--- config.mk ---
export PLATFORM = sky130hd
export DESIGN_NAME = tt_um_hoene_window_filter
export DESIGN_NICKNAME = d
export VERILOG_FILES = /design/src/rtl/tt_um_hoene_filter_pkg.sv /design/src/rtl/tt_um_hoene_window_filter_ch.sv /design/src/rtl/tt_um_hoene_window_filter.sv
export SDC_FILE = /design/constraint.sdc
export NUM_CORES = 1
export LEC_CHECK = 0
export ABC_AREA = 1
export CORE_AREA = 4 4 41 43
export CTS_CLUSTER_DIAMETER = 30
export DETAILED_ROUTE_END_ITERATION = 10
export DIE_AREA = 0 0 45 47
export GPL_ROUTABILITY_DRIVEN = 0
export PLACE_DENSITY = 0.43
export SYNTH_ARGS = -nofsm -noshare
export SYNTH_HDL_FRONTEND = slang
export SYNTH_HIERARCHICAL = 1
export SYNTH_SLANG_ARGS = --single-unit
--- constraint.sdc ---
create_clock -name clk -period 2.95 [get_ports clk]
set_clock_uncertainty 0.05 [all_clocks]
set_input_delay 0.59 -clock clk [delete_from_list [all_inputs] [get_ports clk]]
set_output_delay 0.59 -clock clk [all_outputs]
set_load 0.005 [all_outputs]
--- src/rtl/tt_um_hoene_filter_pkg.sv ---
// Shared definitions for the smart-LED input deglitch filter.
//   MODE_MAJORITY / MODE_INTEGRATOR : values of the runtime mode input
//   popcount(v)                     : number of ones in a 16-bit vector
//   cnt_width(depth)                : integrator counter width able to hold 0..depth
package tt_um_hoene_filter_pkg;

  localparam logic MODE_MAJORITY   = 1'b0;
  localparam logic MODE_INTEGRATOR = 1'b1;

  function automatic int popcount(input logic [15:0] v);
    int n;
    n = 0;
    for (int i = 0; i < 16; i++) n += int'(v[i]);
    return n;
  endfunction

  function automatic int cnt_width(input int depth);
    return $clog2(depth + 1);
  endfunction

endpackage

--- src/rtl/tt_um_hoene_window_filter_ch.sv ---
// One filter channel: K-of-N majority window and saturating integrator with
// hysteresis, both always running; mode picks which one drives out.
//   clk, rst_n : clock, synchronous active-low reset
//   en         : sample strobe, state advances only when high
//   mode       : 0 majority, 1 integrator
//   in         : raw (already synchronised) input
//   out        : filtered level, registered
//   rise/fall  : one-cycle pulses coincident with out changing
module tt_um_hoene_window_filter_ch
  import tt_um_hoene_filter_pkg::*;
#(
  parameter int DEPTH  = 3,
  parameter int THRESH = 2,
  parameter int HI_TH  = 3,
  parameter int LO_TH  = 0
) (
  input  logic clk,
  input  logic rst_n,
  input  logic en,
  input  logic mode,
  input  logic in,
  output logic out,
  output logic rise,
  output logic fall
);

  localparam int CW = cnt_width(DEPTH);
  localparam logic [CW-1:0] CNT_MAX = CW'(DEPTH);
  localparam logic [CW-1:0] HI_C    = CW'(HI_TH);
  localparam logic [CW-1:0] LO_C    = CW'(LO_TH);

  logic [DEPTH-2:0] hist;
  logic [CW-1:0]    count;
  logic [CW-1:0]    count_next;
  logic             level;
  logic             level_next;
  logic             maj_next;
  logic             out_next;
  logic [15:0]      window;

  always_comb begin
    window = '0;
    window[DEPTH-1:0] = {in, hist};
    maj_next = (popcount(window) >= THRESH);

    count_next = count;
    if (in) begin
      if (count != CNT_MAX) count_next = count + CW'(1);
    end else begin
      if (count != '0) count_next = count - CW'(1);
    end

    // Between the thresholds the level keeps its previous value (hysteresis).
    level_next = level;
    if (count_next >= HI_C)      level_next = 1'b1;
    else if (count_next <= LO_C) level_next = 1'b0;

    out_next = (mode == MODE_INTEGRATOR) ? level_next : maj_next;
  end

  always_ff @(posedge clk) begin
    if (!rst_n) begin
      hist  <= '0;
      count <= '0;
      level <= 1'b0;
      out   <= 1'b0;
      rise  <= 1'b0;
      fall  <= 1'b0;
    end else if (en) begin
      // Oldest sample drops off; bit order inside hist is irrelevant to popcount.
      hist  <= window[DEPTH-1:1];
      count <= count_next;
      level <= level_next;
      out   <= out_next;
      rise  <= ~out & out_next;
      fall  <= out & ~out_next;
    end else begin
      rise  <= 1'b0;
      fall  <= 1'b0;
    end
  end

endmodule

--- src/rtl/tt_um_hoene_window_filter.sv ---
// Multi-channel deglitch filter for smart-LED data inputs.
//   clk, rst_n     : clock, synchronous active-low reset
//   en             : common sample strobe
//   mode           : common engine select (0 majority, 1 integrator)
//   in[CHANNELS]   : raw inputs
//   out[CHANNELS]  : filtered levels
//   rise/fall      : per-channel edge pulses
module tt_um_hoene_window_filter
  import tt_um_hoene_filter_pkg::*;
#(
  parameter int CHANNELS = 1,
  parameter int DEPTH    = 3,
  parameter int THRESH   = 2,
  parameter int HI_TH    = 3,
  parameter int LO_TH    = 0
) (
  input  logic                clk,
  input  logic                rst_n,
  input  logic                en,
  input  logic                mode,
  input  logic [CHANNELS-1:0] in,
  output logic [CHANNELS-1:0] out,
  output logic [CHANNELS-1:0] rise,
  output logic [CHANNELS-1:0] fall
);

  if (CHANNELS < 1 || DEPTH < 2 || DEPTH > 15 || THRESH < 1 || THRESH > DEPTH ||
      LO_TH < 0 || HI_TH <= LO_TH || HI_TH > DEPTH) begin : g_bad_params
    $error("tt_um_hoene_window_filter: illegal parameter combination");
  end

  for (genvar g = 0; g < CHANNELS; g++) begin : g_ch
    tt_um_hoene_window_filter_ch #(
      .DEPTH (DEPTH),
      .THRESH(THRESH),
      .HI_TH (HI_TH),
      .LO_TH (LO_TH)
    ) u_ch (
      .clk  (clk),
      .rst_n(rst_n),
      .en   (en),
      .mode (mode),
      .in   (in[g]),
      .out  (out[g]),
      .rise (rise[g]),
      .fall (fall[g])
    );
  end

endmodule

==> metrics, run 1 <==
status=finished clean; Antenna diodes=0; Fill cells=156; routed len/inst=9.32 um; Clk Latency, worst-skew pair=approximately 0.25 ns; HPWL after detailed placement=539 um; worst-margin pin slew=around 0.20 ns; post-cts sizing count=0; io pins=8; die area=2120 um^2; synth unique cells=12; cell leakage power=between 0.0002 and 0.00025 uW; Max VDD drop=0.136 mV; global-route wire length before repair=1170 um; top post-synthesis cells by count=13 x nand2_1, 8 x dfxtp_1, 7 x inv_1; r2r setup slk=1.83 ns; worst-path fanout max=4; antenna violations before repair=0; Cell Pwr Density=487 nW/um^2; Synth warnings=6; synth top area cells=dfxtp_1 47%, nand2_1 14%, inv_1 7.6%; max_cap viols=0; Hold Path End=g_ch[0].u_ch/rise; RR Endpoint=g_ch[0].u_ch/out; Fin Setup TNS=0 ns; die width=roughly 45 um; count of pins over their slew limit=0; reg2reg start=g_ch[0].u_ch/hist[0]; critical-path cell list=clkdlybuf4s50_1; H-Tree Depth=1; share of layout cells above drive strength 1=14.0%; DP Cell Count=69; Tcrit/Tclk final=around three fifths; Synth Register Bits=8; post-CTS setup buffers=0; Overflow after GRT=0; Post-Layout Cell Count=72; vias=295; Fmax achieved=558 MHz; sequential element share of the synthesized area=46.5%; CTS clk-pin slew, worst paths=0.05 ns; CP startpoint kind=register; Vias/cell=4.10; drt drc=0; Total Wirelength=671 um; 1st-pass router iterations=4; worst reg2reg path depth=7; Yosys top cell by area=dfxtp_1; synthesized net count=53; vias in the first global route=roughly 280; site row count=13; Synth Flop Type=dfxtp_1; Hold Path Depth=1; area delta synth->final=32.4%; Sink Count=8; Total Routing Usage GR=8.25%; most frequent cell after synthesis=nand2_1; Critical path buffers and inverters=1; Post-Synthesis Cell Area=roughly 340 um^2; crit end category=primary output; CP max-delay cell=clkdlybuf4s50_1; Multi-input gate area=roughly 150 um^2; number of synthesized flops with an enable pin=0; clk buf depth=2; Die Ht=47 um; port bufs=7; Setup-failing EPs final=0; CTS root buf=clkbuf_4; Starting DRT DRC Count=5; RSZ-0062 raised after global routing=false; Slew HR=between 80% and 90%; Reg area=160 um^2; fin nets=65; Post-CTS Hold Buffers=0; cell count after synthesis=between 40 and 50; Avg Synthesized Cell Area=7.32 um^2; Num CTS Buffers=3; hold_sp=g_ch[0].u_ch/out; top cell type's share of synthesized area=46.5%; pin count of the biggest net entering global routing=7; Hold Fails Final Rpt=0; worst min path class=reg -> reg; largest stage delay on the critical path=0.52 ns; CTS tree=built; required time of the worst setup path=~2.3 ns; critical path's top delay family=buffers and inverters; share of synthesized registers carrying an async set or reset=0%; shortest period the worst path allows=1.79 ns; Worst EP arrival=1.15 ns; starting density of the core=26.4%; kind of critical path=reg -> out; core area=1300 um^2; post-route ant nets=0
## cells by family (layout without fill, tap and decap cells)
family                   count (synthesis)  in the layout  synth area share [%]
AO/OA/AOI/OAI                            8              8                  13.8
adder cells (fa/ha/maj)                  1              1                  3.64
buffers and inverters                    8             18                  9.09
flip-flops                               8              8                  46.5
AND/OR/NAND/NOR                         22             22                  26.9
## worst max-delay path by stage
| stage | depth (start not counted) | slack, ns | startpoint | endpoint |
|---|---|---|---|---|
| 3_3_place_gp | 8 | 1.02 | in | g_ch[0].u_ch/out |
| 5_1_grt | 1 | 1.10 | g_ch[0].u_ch/out | out |
| 2_1_floorplan | 7 | 1.62 | in | g_ch[0].u_ch/out |
| 3_5_place_dp | 8 | 1.03 | in | g_ch[0].u_ch/out |
| 6_report | 1 | 1.16 | g_ch[0].u_ch/out | out |
| 4_1_cts | 1 | 1.14 | g_ch[0].u_ch/out | out |
## sequential cells by signal, indices dropped and copies added (netlist names)
register         cells
g_ch.u_ch/rise       1
g_ch.u_ch/level      1
g_ch.u_ch/count      2
g_ch.u_ch/hist       2
g_ch.u_ch/out        1
g_ch.u_ch/fall       1
## layout by cell type, fill, tap and decap left out
| cell type | instances |
|---|---|
| ha_1 | 1 |
| nand2_1 | 13 |
| inv_1 | 7 |
| clkinv_2 | 1 |
| nand2_2 | 2 |
| o21ai_0 | 3 |
| nor2_2 | 1 |
| nor2_1 | 4 |
| a21oi_1 | 4 |
| a22oi_2 | 1 |
| nand3_1 | 2 |
| clkdlybuf4s50_1 | 7 |
| dfxtp_1 | 8 |
| clkbuf_4 | 3 |
## power breakdown
| part | internal, uW | switching (uW) | total, uW |
|---|---|---|---|
| Combinational | 11.1 | 13.1 | 24.3 |
| Clock | 46.5 | 36.3 | 82.8 |
| Sequential | 112 | 2.44 | 115 |
## metal layers
| layer | GRT usage (%) | share of wire, % | routed length (um) |
|---|---|---|---|
| met2 | 10.5 | 42 | 283 |
| met3 | 2.30 | 4.3 | 29 |
| met5 | 0 | 0 | 0 |
| met4 | 8.77 | 1.5 | 10 |
| met1 | 10.6 | 52 | 346 |
## cell type report
cell class / count / share of cell area (%)
Clock buffer: 3 / 4.95
Inverter: 8 / 6.87
Sequential cell: 8 / 35.2
Multi-Input combinational cell: 31 / 33.5
Timing Repair Buffer: 7 / 15.4
Tap cell: 15 / 4.12
## through the flow
step           utilization [%]  hold WS [ns]  setup WS [ns]  area, um^2  total power [uW]
2_1_floorplan                -         0.400           1.62         344               129
3_3_place_gp              33.3         0.414           1.02         433               141
3_5_place_dp              33.3         0.407           1.03         433               141
4_1_cts                   35.0         0.420           1.14         455               227
5_1_grt                   35.0         0.452           1.10         455               235
6_report                  35.0         0.418           1.16         455               222
Note: power is estimated with default switching activity, not from simulation.
==> run 2: changes to the inputs <==
- PLACE_DENSITY: 0.43 -> 0.45
- clock period: 2.95 -> 1.5 ns (I/O delays scaled with it)
==> metrics, run 2 (same netlist as run 1, synthesis figures left out) <==
Critical path buffers and inverters=1; io pins=8; r2r setup slk=0.40 ns; count of pins over their slew limit=0; vias=around 300; fin nets=67; Fmax achieved=719 MHz; worst-path fanout max=1; Int Pwr=337 uW; worst min path class=reg -> reg; worst reg2reg path depth=7; most common cell after layout, fill and taps aside=nand2_1; Hold Fails Final Rpt=0; shortest period the worst path allows=1.39 ns; Total Wirelength=roughly 650 um; Antenna diodes=0; total power=between 400 and 500 uW; clock power share=a little under two fifths; Post-Layout Cell Count=between 70 and 80; vias in the first global route=297; H-Tree Depth=1; site row count=13; HPWL after detailed placement=a little over 500 um; Clk Latency, worst-skew pair=0.25 ns; CP max-delay cell=clkdlybuf4s50_1; top flop regs=g_ch.u_ch/count (2), g_ch.u_ch/hist (2); Vias/cell=roughly 4.1; RR Endpoint=g_ch[0].u_ch/out; Tcrit/Tclk final=around 90%; Sw Share=23.3%; CP startpoint kind=register; starting density of the core=26.4%; post-route ant nets=0; RSZ-0062 raised after global routing=false; pin count of the biggest net entering global routing=6; Num CTS Buffers=3; kind of critical path=reg -> out; Max VDD drop=0.344 mV; Starting DRT DRC Count=8; core area=1300 um^2; Setup-failing EPs final=0; area delta synth->final=37.8%; required time of the worst setup path=1.15 ns; hold_sp=g_ch[0].u_ch/out; Hold Path End=g_ch[0].u_ch/rise; routed len/inst=8.81 um; Overflow after GRT=0; max_cap viols=0; drt drc=0; antenna violations before repair=0; clk buf depth=2; Total Routing Usage GR=~8.5%; critical path's top delay family=buffers and inverters; Fin Setup TNS=0 ns; crit end category=primary output; status=finished clean; Die Ht=47 um; 1st-pass router iterations=4; combinational power share=11.4%; Cell Pwr Density=926 nW/um^2; worst-margin pin slew=0.206 ns; DP Cell Count=71; Worst EP arrival=1.04 ns; sequential share of power=51.3%; die width=45 um; die area=about 2100 um^2; port bufs=7; share of layout cells above drive strength 1=18.6%; CTS tree=built; most frequent cells in the layout=13 x nand2_1, 7 x inv_1, 7 x dfxtp_1, 6 x clkdlybuf4s50_1; Slew HR=86.3%; Hold Path Depth=1; CTS root buf=clkbuf_4; Psw=102 uW; global-route wire length before repair=1200 um; Sink Count=8; critical-path cell list=clkdlybuf4s50_1; reg2reg start=g_ch[0].u_ch/hist[0]; largest stage delay on the critical path=0.49 ns; cell leakage power=between 0.0002 and 0.00025 uW; CTS clk-pin slew, worst paths=0.05 ns; post-CTS setup buffers=0
==> run 2: stage by stage <==
stage | instance area (um^2) | utilization (%) | setup WS [ns] | hold WS [ns]
global route | 474 | 36.4 | 0.0597 | 0.408
CTS | 472 | 36.3 | 0.0238 | 0.391
finish | 474 | 36.4 | 0.110 | 0.386
floorplan | 344 | - | 0.458 | 0.388
global placement | 448 | 34.4 | -0.0757 | 0.407
detailed placement | 448 | 34.4 | -0.0596 | 0.412
==> run 2: repair_timing <==
| action | in CTS | in global routing |
|---|---|---|
| endpoints found under the setup margin | 1 | 1 |
| gates cloned | 0 | 0 |
| resized for setup | 1 | 1 |
| hold buffers | 0 | 0 |
==> run 2: area by class of cell <==
cell class	instances	area, um^2
flip-flops and latches	8	161
multi-input cells	31	153
repair buffers	9	87.6
clock buffers	3	22.5
fillers	148	827
well taps	15	18.8
inverters	8	31.3
==> run 2: per-layer routing <==
| layer | wire length, um | vias to the layer above | global-route usage [%] |
|---|---|---|---|
| li1 | - | 172 | - |
| met1 | 300 | 124 | 9.40 |
| met2 | 300 | 6 | 11.9 |
| met3 | 33 | 2 | 3.45 |
| met4 | 18 | 0 | 8.77 |
| met5 | 0 | - | 0 |
==> run 2: power by group through the flow <==
stage               clock, uW  sequential [uW]  combinational [uW]
floorplan                   0              229                25.5
global placement            0              230                51.3
detailed placement          0              230                50.3
CTS                       174              225                51.0
global route              188              226                59.2
finish                    164              225                49.9
==> run 2: how the worst max path moves through the flow <==
stage | slack, ns | cells past startpoint | start | endpoint
after floorplan | 0.46 | 7 | in | g_ch[0].u_ch/out
after global placement | -0.08 | 8 | in | g_ch[0].u_ch/out
after detailed placement | -0.06 | 8 | in | g_ch[0].u_ch/out
after CTS | 0.02 | 1 | g_ch[0].u_ch/out | out
after global routing | 0.06 | 1 | g_ch[0].u_ch/rise | rise
final | 0.11 | 1 | g_ch[0].u_ch/fall | fall
==> run 3: changes to the inputs <==
- TNS_END_PERCENT: unset -> 50
==> results of run 3 <==
Same layout as run 2: the final DEF is identical, and so are final timing and power.
